<file path="src/rtl/serial_adder_pkg.sv">
// Shared state encoding and default width for the bit-serial adder.
package serial_adder_pkg;

    localparam int DEFAULT_WIDTH = 8;

    typedef enum logic [1:0] {
        ST_IDLE = 2'd0,
        ST_RUN  = 2'd1,
        ST_DONE = 2'd2
    } state_e;

endpackage

</file>
<file path="src/rtl/serial_adder_full_adder.sv">
// Combinational adder cells: half_adder and a full_adder built from two of them.
module half_adder (
    input  logic a,
    input  logic b,
    output logic sum,
    output logic cout
);

    assign sum  = a ^ b;
    assign cout = a & b;

endmodule

module full_adder (
    input  logic a,
    input  logic b,
    input  logic cin,
    output logic sum,
    output logic cout
);

    logic s0;
    logic c0;
    logic c1;

    half_adder u_ha0 (
        .a    (a),
        .b    (b),
        .sum  (s0),
        .cout (c0)
    );

    half_adder u_ha1 (
        .a    (s0),
        .b    (cin),
        .sum  (sum),
        .cout (c1)
    );

    assign cout = c0 | c1;

endmodule

</file>
<file path="src/rtl/serial_adder.sv">
// Bit-serial LSB-first adder with start/busy/done handshake.
// Define SERIAL_ADDER_OVF_EN to add the signed-overflow output ovf.
module serial_adder
    import serial_adder_pkg::*;
#(
    parameter int WIDTH = DEFAULT_WIDTH
) (
    input  logic             clk,
    input  logic             rst,
    input  logic             start,
    input  logic [WIDTH-1:0] a,
    input  logic [WIDTH-1:0] b,
    input  logic             cin,
    output logic             busy,
    output logic             done,
    output logic [WIDTH-1:0] sum,
    output logic             cout
`ifdef SERIAL_ADDER_OVF_EN
    ,
    output logic             ovf
`endif
);

    localparam int CW = $clog2(WIDTH);
    localparam logic [CW-1:0] CNT_LAST = CW'(WIDTH - 1);

    state_e           state_q, state_d;
    logic [WIDTH-1:0] a_q, a_d;
    logic [WIDTH-1:0] b_q, b_d;
    logic [WIDTH-1:0] sum_q, sum_d;
    logic [CW-1:0]    cnt_q, cnt_d;
    logic             carry_q, carry_d;
    logic             cout_q, cout_d;
    logic             fa_sum;
    logic             fa_cout;
    logic             accept;

    full_adder u_fa (
        .a    (a_q[0]),
        .b    (b_q[0]),
        .cin  (carry_q),
        .sum  (fa_sum),
        .cout (fa_cout)
    );

    assign accept = start && (state_q != ST_RUN);

`ifdef SERIAL_ADDER_OVF_EN
    logic ovf_q, ovf_d;
`endif

    always_comb begin
        state_d = state_q;
        a_d     = a_q;
        b_d     = b_q;
        sum_d   = sum_q;
        cnt_d   = cnt_q;
        carry_d = carry_q;
        cout_d  = cout_q;
`ifdef SERIAL_ADDER_OVF_EN
        ovf_d   = ovf_q;
`endif
        unique case (state_q)
            ST_IDLE: begin
                if (accept) state_d = ST_RUN;
            end
            ST_RUN: begin
                a_d     = a_q >> 1;
                b_d     = b_q >> 1;
                sum_d   = {fa_sum, sum_q[WIDTH-1:1]};
                carry_d = fa_cout;
                if (cnt_q == CNT_LAST) begin
                    state_d = ST_DONE;
                    cout_d  = fa_cout;
`ifdef SERIAL_ADDER_OVF_EN
                    // carry_q is the carry into the MSB on the final bit
                    ovf_d   = carry_q ^ fa_cout;
`endif
                end else begin
                    cnt_d = cnt_q + 1'b1;
                end
            end
            ST_DONE: begin
                state_d = accept ? ST_RUN : ST_IDLE;
            end
            default: state_d = ST_IDLE;
        endcase
        if (accept) begin
            a_d     = a;
            b_d     = b;
            carry_d = cin;
            cnt_d   = '0;
            sum_d   = '0;
        end
    end

    always_ff @(posedge clk or posedge rst) begin
        if (rst) begin
            state_q <= ST_IDLE;
            a_q     <= '0;
            b_q     <= '0;
            sum_q   <= '0;
            cnt_q   <= '0;
            carry_q <= 1'b0;
            cout_q  <= 1'b0;
        end else begin
            state_q <= state_d;
            a_q     <= a_d;
            b_q     <= b_d;
            sum_q   <= sum_d;
            cnt_q   <= cnt_d;
            carry_q <= carry_d;
            cout_q  <= cout_d;
        end
    end

`ifdef SERIAL_ADDER_OVF_EN
    always_ff @(posedge clk or posedge rst) begin
        if (rst) ovf_q <= 1'b0;
        else     ovf_q <= ovf_d;
    end

    assign ovf = ovf_q;
`endif

    assign busy = (state_q == ST_RUN);
    assign done = (state_q == ST_DONE);
    assign sum  = sum_q;
    assign cout = cout_q;

endmodule

</file>
<file path="config.mk">
export PLATFORM = sky130hd
export DESIGN_NAME = serial_adder
export DESIGN_NICKNAME = d
export VERILOG_FILES = /design/src/rtl/serial_adder_pkg.sv /design/src/rtl/serial_adder_full_adder.sv /design/src/rtl/serial_adder.sv
export SDC_FILE = /design/constraint.sdc
export NUM_CORES = 1
export LEC_CHECK = 0
export BUFFER_PORTS_ARGS = -buffer_cell sky130_fd_sc_hd__buf_2
export CORE_MARGIN = 5
export CORE_UTILIZATION = 30
export CTS_CLUSTER_DIAMETER = 150
export CTS_CLUSTER_SIZE = 16
export DETAILED_ROUTE_END_ITERATION = 6
export GPL_TIMING_DRIVEN = 1
export MAX_ROUTING_LAYER = met4
export PLACE_DENSITY_LB_ADDON = 0.05
export SLEW_MARGIN = 20
export SYNTH_ARGS = -nofsm -noshare
export SYNTH_HDL_FRONTEND = slang
export SYNTH_SLANG_ARGS = --single-unit
export TNS_END_PERCENT = 5
</file>
<file path="constraint.sdc">
create_clock -name clk -period 1.65 [get_ports clk]
set_clock_uncertainty 0.05 [all_clocks]
set_input_delay 0.0825 -clock clk [delete_from_list [all_inputs] [get_ports clk]]
set_output_delay 0.0825 -clock clk [all_outputs]
set_load 0.01 [all_outputs]
</file>
After elaboration in Yosys (flattened, before gate mapping)
Index checks and enable logic that the tools add are counted.
{"block": "totals", "ff_bits": 31, "input_bits": 20, "output_inout_bits": 11, "word_cells": 41}
{"block": "classes", "n_addsub": 1, "n_eq_ne": 7, "n_mux": 15, "bitwise": 5, "reduce_logical": 6}
{"cell": "$mux 8", "count": 6}
{"cell": "$mux 3", "count": 3}
{"cell": "$pmux 2 s3", "count": 1}
{"cell": "$reduce_and 2->1", "count": 3}
{"cell": "$mux 2", "count": 2}
{"cell": "$ne 2x1->1 const B", "count": 2}
{"cell": "$ne 2x2->1 const B", "count": 2}
{"cell": "$add 3x1->3 const B", "count": 1}
{"cell": "$eq 3x3->1 const B", "count": 1}
{"cell": "$mux 1", "count": 3}
{"cell": "$and 1x1->1", "count": 2}
{"cell": "$eq 2x1->1 const B", "count": 1}
{"cell": "$eq 2x2->1 const B", "count": 1}
{"cell": "$logic_not 2->1", "count": 1}
{"cell": "$reduce_bool 2->1", "count": 1}
{"cell": "$xor 1x1->1", "count": 2}
{"cell": "$logic_and 1x1->1", "count": 1}
{"cell": "$or 1x1->1", "count": 1}

Longest topological paths before layout
{"block": "logic_depth", "depth_word": 5, "depth_mapped": 5, "ltp_nobuf": 4}

By module
Synthesis repeated with hierarchy kept, for this count alone.
{"block": "unflattened", "hier_cells": 133, "hier_area_um2": 1416.4}
{"mod": "serial_adder", "instances": 1, "cells_each": 130, "area_each_um2": 1385.1, "seq_area_each_um2": 775.7}
{"mod": "half_adder", "instances": 2, "cells_each": 1, "area_each_um2": 12.5, "seq_area_each_um2": 0.0}
{"mod": "full_adder", "instances": 1, "cells_each": 1, "area_each_um2": 6.3, "seq_area_each_um2": 0.0}

Worst setup path after synthesis
OpenSTA, ideal clock, no wires.
{"block": "synth_timing", "path_type": "reg-to-reg", "from": "register cnt_q[0]", "to": "register cout_q, in the netlist cout", "setup_ns": 0.124, "arrival_ns": 1.125, "t_required_ns": 1.476, "slack_ns": 0.351, "path_stages_with_launch": 5, "n_path_buf": 0, "synth_period_minus_slack_ns": 1.299, "cell_sequence": "dfrtp_1 > ha_1 > ha_1 > and3b_1 > mux2i_1"}
{"block": "synth_via", "elab_chain_cells": 2}
{"element": "start, declared", "line": "serial_adder.sv:31", "rtl": "logic [CW-1:0] cnt_q, cnt_d;"}
{"element": "start signal, assigned", "line": "serial_adder.sv:111", "rtl": "cnt_q <= cnt_d;"}
{"element": "$eq 3x3->1", "line": "serial_adder.sv:72", "rtl": "if (cnt_q == CNT_LAST) begin"}
{"element": "$reduce_and 2->1 (no line)"}
{"element": "end signal, assigned", "line": "serial_adder.sv:113", "rtl": "cout_q <= cout_d;"}
{"element": "end, declared", "line": "serial_adder.sv:33", "rtl": "logic cout_q, cout_d;"}
Every way passes these cells.
A chain may end at the register's enable or synchronous reset.

Worst setup path after layout
{"block": "layout_timing", "from": "register state_q[1]", "to": "output busy"}
{"block": "layout_via", "elab_chain_cells": 1}
{"element": "start, declared", "line": "serial_adder.sv:27", "rtl": "state_e state_q, state_d;"}
{"element": "start signal, assigned", "line": "serial_adder.sv:107", "rtl": "state_q <= state_d;"}
{"element": "$eq 2x1->1", "line": "serial_adder.sv:126", "rtl": "assign busy = (state_q == ST_RUN);"}
{"element": "end, declared", "line": "serial_adder.sv:14", "rtl": "output logic busy,"}
Every way passes these cells.

==> results.cfg <==
[outcome]
run_status = finished, final reports clean

[route]
ant_nets = 0
via_per_inst = 4.36
route.met3.wl_um = 150
highest_layer = met4
detailroute.wirelength.met2_um = 1470
detailedRoute.firstPassIterationCount = 2
drt-wirelength-per-cell_um = 13.5
postRouteWirelength_um = 2980
met1_length_um = 1300
routed-via-count = 959
drcViolationCount = 0
drt_first_iter_violations = 17

[critical_path]
critical_path_class = flip-flop to output port
critPathRequiredTime_ns = 1.52
critical_path_maximum_fanout = 22
worst_r2r_path_depth = 4
worst_ep_arrival_time_ns = 1.35
setup.worst_path.end_class = output port
start_kind = flip-flop

[finish]
fillerInstances = 536
relative_area_change_from_synthesis_to_final_layout_pct = 20.0
layout.cells.most_common = sky130_fd_sc_hd__dfrtp_1
multi_input_comb_area_um2 = 748
layout.cells.most_common_list = 31 x sky130_fd_sc_hd__dfrtp_1, 30 x sky130_fd_sc_hd__buf_2, 23 x sky130_fd_sc_hd__mux2_4
drive_gt1_frac = 0.513
final_net_count = 172
final_cell_count_no_fill = 220
layout.area.seq_um2 = 776
antennaDiodeCount = 0

[timing]
tightest_slew_ns = 0.503
min_period_ns = 1.48
finalMaxSlewViolations = 0
fmax_mhz = 675
setup-tns-final_ns = 0
rsz_0062_raised_after_global_routing = false
headroom_to_the_max_slew_limit = 0.665
setup_violations = 0
finalHoldViolations = 0
min_period_over_period = 0.898

[die]
area_of_the_die_um2 = 7010
floorplan.rows = 26
io_count = 31
dieHeight_um = 83.7
core_area_um2 = 5200
die_x_um = 83.7
initial_utilization = 0.313

[place]
final_gp_congestion = 0.679
number_of_buffers_inserted_by_port_buffering = 30
placed_cells_incl_taps = 210
post-dp-hpwl_um = 2050

[synth]
syn_inst = 111
postSynthAreaPerCell_um2 = 14.7
synth_area_um2 = 1630
yosysSeqAreaShare = 0.475
yosys_warnings = 0
synth_seq_cells = 31
synthesis.nets = 134
ys_types = 16

[clocking]
tritoncts = yes
cts.htree.levels = 2
cts_buffer_depth = 2
clk-insertion-delay-late_ns = 0.28
clkTransAtPathRegs_ns = 0.07
cts_bufs_inserted = 5
clockRootBuffer = sky130_fd_sc_hd__clkbuf_8
cts_resized = 0
clkSinkCount = 31

[hold_path]
min_delay_path_depth = 3
worstHoldPathType = primary input to flip-flop

[global_routing]
grt_remaining_overflow = 0
grt_pass1_vias = 1076
grt_start_max_net_pins = 32
groute.usage.overall = 0.0952
antenna_found_initial = 0
grt_pass1_wl_um = 5110

[pwr]
power.static_leakage_uw = 0.000992
ir_drop_mv = 0.477
cellPowerDensity_nw_per_um2 = 1720

[job]
cap_viol_max_count = 0
==> layout make-up <==
type	count	share of cell area
clock buffers	8	0.0511
inverters	7	0.0134
multi-input cells	67	0.382
flip-flops and latches	31	0.396
well taps	70	0.0447
repair buffers	37	0.112
==> logic make-up after synthesis <==
group,count (synthesis),synth area share
adders and majority gates,3,0.0276
muxes,46,0.362
buffers and inverters,13,0.0660
AOI/OAI and AO/OA,1,0.00384
DFF,31,0.475
xor gates and xnor gates,1,0.00537
and+or+nand+nor,16,0.0598
==> final timing paths <==
check | startpoint | to | slack, ns
worst max register to register | cnt_q[0] | cout | 0.26
max in group asynchronous | rst | b_q[2] | 0.87
worst min register to register | b_q[3] | b_q[2] | 0.45
min in group asynchronous | rst | b_q[4] | 0.37
worst max-delay path | state_q[1] | busy | 0.17
worst min-delay path | b[7] | b_q[7] | 0.01
==> layer usage <==
metal  track usage  vias up
met3        0.0375        5
li1              -      453
met1         0.113      480
met5             -        -
met2         0.146       21
met4        0.0351        0
==> critical path: stages (launching register included) <==
cell and delay (ns):
sky130_fd_sc_hd__dfrtp_1 0.38, sky130_fd_sc_hd__nand2b_1 0.19, sky130_fd_sc_hd__buf_12 0.19, sky130_fd_sc_hd__inv_1 0.14
sky130_fd_sc_hd__buf_2 0.15
==> cell usage after synthesis <==
| cell | number | area, µm² |
|---|---|---|
| sky130_fd_sc_hd__ha_1 | 2 | 25.0 |
| sky130_fd_sc_hd__buf_6 | 3 | 33.8 |
| sky130_fd_sc_hd__nor2b_1 | 8 | 50.1 |
| sky130_fd_sc_hd__buf_4 | 1 | 7.51 |
| sky130_fd_sc_hd__mux2i_1 | 11 | 110 |
| sky130_fd_sc_hd__fa_1 | 1 | 20.0 |
| sky130_fd_sc_hd__xor2_1 | 1 | 8.76 |
| sky130_fd_sc_hd__dfrtp_1 | 31 | 776 |
| sky130_fd_sc_hd__mux2_4 | 23 | 345 |
| sky130_fd_sc_hd__buf_12 | 2 | 40.0 |
| sky130_fd_sc_hd__inv_1 | 7 | 26.3 |
| sky130_fd_sc_hd__o22ai_1 | 1 | 6.26 |
| sky130_fd_sc_hd__nand2b_1 | 5 | 31.3 |
| sky130_fd_sc_hd__mux2_2 | 12 | 135 |
| sky130_fd_sc_hd__nor2_1 | 2 | 7.51 |
| sky130_fd_sc_hd__and3b_1 | 1 | 8.76 |
==> power by group <==
| group | switching [µW] | internal, µW |
|---|---|---|
| Clock | 279 | 380 |
| Sequential | 198 | 1090 |
| Combinational | 565 | 856 |
| Total | 1040 | 2330 |
==> registers in the layout, summed over array words and instances (netlist names) <==
name	count
sum	8
cnt_q	3
cout	1
b_q	8
state_q	2
a_q	8
carry_q	1
==> through the flow <==
stage	power, µW	setup slack (ns)	utilization	hold slack, ns	instance area (µm²)
2_1_floorplan	2470	0.351	-	0.136	1630
3_3_place_gp	2710	0.320	0.353	0.136	1840
3_5_place_dp	2750	0.273	0.353	0.147	1840
4_1_cts	3440	0.144	0.376	0.00339	1960
5_1_grt	3610	0.0965	0.376	0.0432	1960
6_report	3370	0.168	0.376	0.0112	1960
==> repair_timing <==
| action | in CTS | in global routing |
|---|---|---|
| buffers inserted | 0 | 0 |
| hold endpoints to repair | 32 | 0 |
| setup endpoints to repair | 0 | 0 |
| hold buffers | 2 | 0 |
Note: power is estimated with default switching activity, not from simulation.
